--- src/rtl/bram_init_sequencer.sv ---
// rtl/bram_init_sequencer.sv - BlockRAM init sweep after reset/clear, then transparent client pass-through
module bram_init_sequencer #(
    parameter int                Width     = 8,
    parameter int                Depth     = 8,
    parameter int                AddrWidth = 8,
    parameter logic [Width-1:0]  InitValue = '0
) (
    input  logic                           clk,
    input  logic                           resetn,
    input  logic                           clear,
    output logic                           init_done,
    input  logic [AddrWidth+Width:0]       client_req,
    input  logic                           client_req_valid,
    output logic                           client_req_bp,
    output logic [Width-1:0]               client_resp,
    output logic                           client_resp_valid,
    input  logic                           client_resp_bp,
    output logic [AddrWidth+Width:0]       mem_req,
    output logic                           mem_req_valid,
    input  logic                           mem_req_bp,
    input  logic [Width-1:0]               mem_resp,
    input  logic                           mem_resp_valid,
    output logic                           mem_resp_bp
);

    localparam logic [AddrWidth-1:0] LastAddr = AddrWidth'(Depth - 1);

    typedef enum logic {
        ST_INIT = 1'b0,
        ST_RUN  = 1'b1
    } state_t;

    state_t               r_state;
    state_t               w_state_nxt;
    logic [AddrWidth-1:0] r_cnt;
    logic [AddrWidth-1:0] w_cnt_nxt;

    always_ff @(posedge clk) begin
        if (!resetn) begin
            r_state <= ST_INIT;
            r_cnt   <= '0;
        end else begin
            r_state <= w_state_nxt;
            r_cnt   <= w_cnt_nxt;
        end
    end

    // Outputs are gated by resetn so the RAM sees no request while reset is held.
    always_comb begin
        w_state_nxt       = r_state;
        w_cnt_nxt         = r_cnt;
        mem_req           = {r_cnt, InitValue, 1'b1};
        mem_req_valid     = 1'b0;
        client_req_bp     = 1'b1;
        client_resp       = mem_resp;
        client_resp_valid = 1'b0;
        mem_resp_bp       = 1'b0;
        init_done         = 1'b0;
        if (resetn) begin
            case (r_state)
                ST_INIT: begin
                    mem_req_valid = 1'b1;
                    if (!mem_req_bp) begin
                        if (r_cnt == LastAddr) begin
                            w_state_nxt = ST_RUN;
                            w_cnt_nxt   = '0;
                        end else begin
                            w_cnt_nxt = r_cnt + 1'b1;
                        end
                    end
                end
                ST_RUN: begin
                    init_done         = 1'b1;
                    mem_req           = client_req;
                    mem_req_valid     = client_req_valid;
                    client_req_bp     = mem_req_bp;
                    client_resp_valid = mem_resp_valid;
                    mem_resp_bp       = client_resp_bp;
                    if (clear) begin
                        w_state_nxt = ST_INIT;
                        w_cnt_nxt   = '0;
                    end
                end
                default: begin
                    w_state_nxt = ST_INIT;
                    w_cnt_nxt   = '0;
                end
            endcase
        end
    end

endmodule

--- config.mk ---
export PLATFORM = sky130hd
export DESIGN_NAME = bram_init_sequencer
export DESIGN_NICKNAME = d
export VERILOG_FILES = /design/src/rtl/bram_init_sequencer.sv
export SDC_FILE = /design/constraint.sdc
export NUM_CORES = 1
export LEC_CHECK = 0
export BUFFER_PORTS_ARGS = -buffer_cell sky130_fd_sc_hd__buf_2
export CORE_MARGIN = 2
export CORE_UTILIZATION = 38
export CTS_CLUSTER_DIAMETER = 60
export DETAILED_ROUTE_END_ITERATION = 6
export GPL_TIMING_DRIVEN = 0
export PLACE_DENSITY = 0.82
export RECOVER_POWER = 25
export SLEW_MARGIN = 0
export SYNTH_ARGS = -nofsm -noshare
export SYNTH_HDL_FRONTEND = slang
export SYNTH_SLANG_ARGS = --single-unit
--- constraint.sdc ---
create_clock -name clk -period 1.7 [get_ports clk]
set_input_delay 0.255 -clock clk [delete_from_list [all_inputs] [get_ports clk]]
set_output_delay 0.255 -clock clk [all_outputs]
set_load 0.1 [all_outputs]
==> results_dict.tcl <==
set metrics [dict create \
    status "complete, but fails checks" \
    failed_checks "negative setup slack" \
    cp_max_fo 6 \
    nets 188 \
    clock_latency_ns 0.27 \
    hold_viol_final 0 \
    critPathRequiredTime_ns 1.44 \
    grt_pass1_wl_um 4640 \
    worst_slew_pin_slew_ns 1.17 \
    initial_core_util_pct 39.4 \
    slew_viol_final 0 \
    ant_nets 0 \
    power.density_nw_per_um2 464 \
    viasPerCell 5.50 \
    wirelength_um 3340 \
    vdd_drop_max_mv 0.362 \
    syn_area_sq_um 757 \
    rr_startpoint "r_state" \
    async_reset_ff_share_pct 0 \
    cp_common_cell "buf_6" \
    drtPass1Iterations 4 \
    clock_path_buffers 2 \
    coreArea_sq_um 1920 \
    grt_max_degree 11 \
    crit_path_cell_trace "buf_6 > nand2_4 > buf_6 > mux2_4 > buf_12" \
    regArea_sq_um 181 \
    yosysSeqAreaShare_pct 23.8 \
    yosys_warnings 0 \
    cts_tree "built" \
    power_w 0.000614 \
    multi_input_area_sq_um 526 \
    grt_remaining_overflow 0 \
    min_period_ns 1.72 \
    synthCells 91 \
    root_buffer "clkbuf_4" \
    diodes 0 \
    p_leak_nw 0.673 \
    cp-end-kind "output pin" \
    h-tree-depth 1 \
    wl_per_cell_um 18.5 \
    fillers 138 \
    dp_cells 171 \
    grt_util_all_layers_pct 25.5 \
    layout_commonest_cell "buf_2" \
    crit_end "mem_req[11]" \
    cp_slowest_cell "mux2_4" \
    die_area_sq_um 2360 \
    synth_ff_type "dfxtp_1" \
    worstHoldStart "clear" \
    drc 0 \
    drtIter0Drc 54 \
    drive_gt1_share_pct 55.6 \
    finalCritPeriodShare_pct 101 \
    worstSetupStartpointType "flip-flop" \
    clock.fmax_mhz 582 \
    fin_cells 180 \
    rr_worst_depth 7 \
    critical_path_class "reg -> out" \
    synth.avg_cell_area_sq_um 8.32 \
    setup-violations-final 4 \
    worstSetupStartpoint "r_state" \
    slew_headroom_pct 22.1 \
    critPathBufInv 3 \
    ios 62 \
    cp_data_arrival_time_ns 1.46 \
    timing.rr.end "r_cnt[7]" \
    fin_skew_ns 0.00435 \
    crit_family "buffers and inverters" \
    place.gp.congestion 0.862 \
    rrSetupSlack_ns 0.14 \
    max_cap_violations 0 \
    place_area_sq_um 1060 \
    most-common-layout-cells "buf_2, buf_4, clkbuf_1, and3_1" \
    hpwl_um 1580 \
    num_rows 16 \
    fin_area_sq_um 1320 \
    syn_to_final_growth_pct 74.5 \
    synth_nets 125 \
    port_buffers 53 \
    cts_buffers 3 \
    fp.dieW_um 48.6 \
    worstHoldPathType "in -> reg" \
    synth-seq-cells 9 \
    vias 990 \
    path_clk_slew_ns 0.06 \
    synth-edff-count 0 \
    cp_slowest_stage_delay_ns 0.34 \
    cts.sinks 9 \
    synth_cell_types 34 \
    grt_pass1_vias 973 \
    worst-path-stages 5 \
    die_h_um 48.6 \
    rsz0062_at_grt "true" \
    antenna_found_initial 0 \
    worst_slack_ns -0.0185 \
]
cell usage after synthesis (3+ instances only):
cell type  count  area (sq um)
nor2_1         3          11.3
nor2b_1        3          18.8
nand2_1        6          22.5
a21oi_1        5          25.0
and3_1         9          56.3
dfxtp_1        9           180
nor3_1         3          15.0
buf_4          8          60.1
mux2_2         8          90.1
xnor2_1        3          26.3
nand3_1        3          15.0
layout make-up:
cell class / count / share of cell area [%]
Buffer: 12 / 6.91
Clock buffer: 4 / 1.99
Inverter: 2 / 0.568
Multi-Input combinational cell: 68 / 39.8
Sequential cell: 9 / 13.7
Tap cell: 27 / 2.56
Timing Repair Buffer: 58 / 34.5
what timing repair did:
action	in CTS	in global routing
pin swaps	0	0
gates cloned	1	0
setup buffers	0	4
gates resized for setup	45	17
endpoints found under the setup margin	20	21
hold buffers	0	0
worst min-delay path by stage:
| stage | depth (start not counted) | end |
|---|---|---|
| 6_report | 3 | r_state |
| 5_1_grt | 3 | r_state |
| 4_1_cts | 3 | r_state |
| 3_5_place_dp | 2 | r_cnt[7] |
| 3_3_place_gp | 2 | r_cnt[7] |
| 2_1_floorplan | 2 | r_cnt[5] |
report_power, final:
part           internal (W)  switching [W]
combinational     0.0000657       0.000154
clock             0.0000909      0.0000828
sequential         0.000214     0.00000591
total              0.000371       0.000243
tightest hold or removal path, delay by kind of cell:
family / cells / cell delay, ns
buffers and inverters: 1 / 0.10
AOI/OAI and AO/OA: 1 / 0.08
and+or+nand+nor: 1 / 0.11
layer usage:
metal	global-route usage (%)	share of wire (%)
met1	29.1	34
met2	42.7	50
met3	5.86	10
met4	15.7	5.7
met5	0	0
logic make-up (layout without fill, tap and decap cells):
group                      Yosys count  in the layout  share of synthesized area, %
and+or+nand+nor                     36             36                          27.6
AOI/OAI and AO/OA                   18             18                          16.5
buffers and inverters               14             76                          12.1
muxes                                9              9                          13.2
DFF                                  9              9                          23.8
xor gates and xnor gates             3              3                          3.47
adders and majority gates            2              2                          3.31
registers in the layout, summed over array words and instances, names as in the netlist:
name	count
r_cnt	8
r_state	1
through the flow:
stage                     hold slack (ns)  TNS [ns]  utilization [%]  setup slack [ns]
after CTS                           0.324  -0.00584             64.4          -0.00584
after global placement              0.490         0             55.1            0.0757
after floorplan                     0.402    -0.170                -           -0.0356
after detailed placement            0.505         0             55.1            0.0586
final                               0.316   -0.0343             68.8           -0.0185
after global routing                0.351    -0.183             68.8           -0.0456
(Power assumes the default switching activity.)
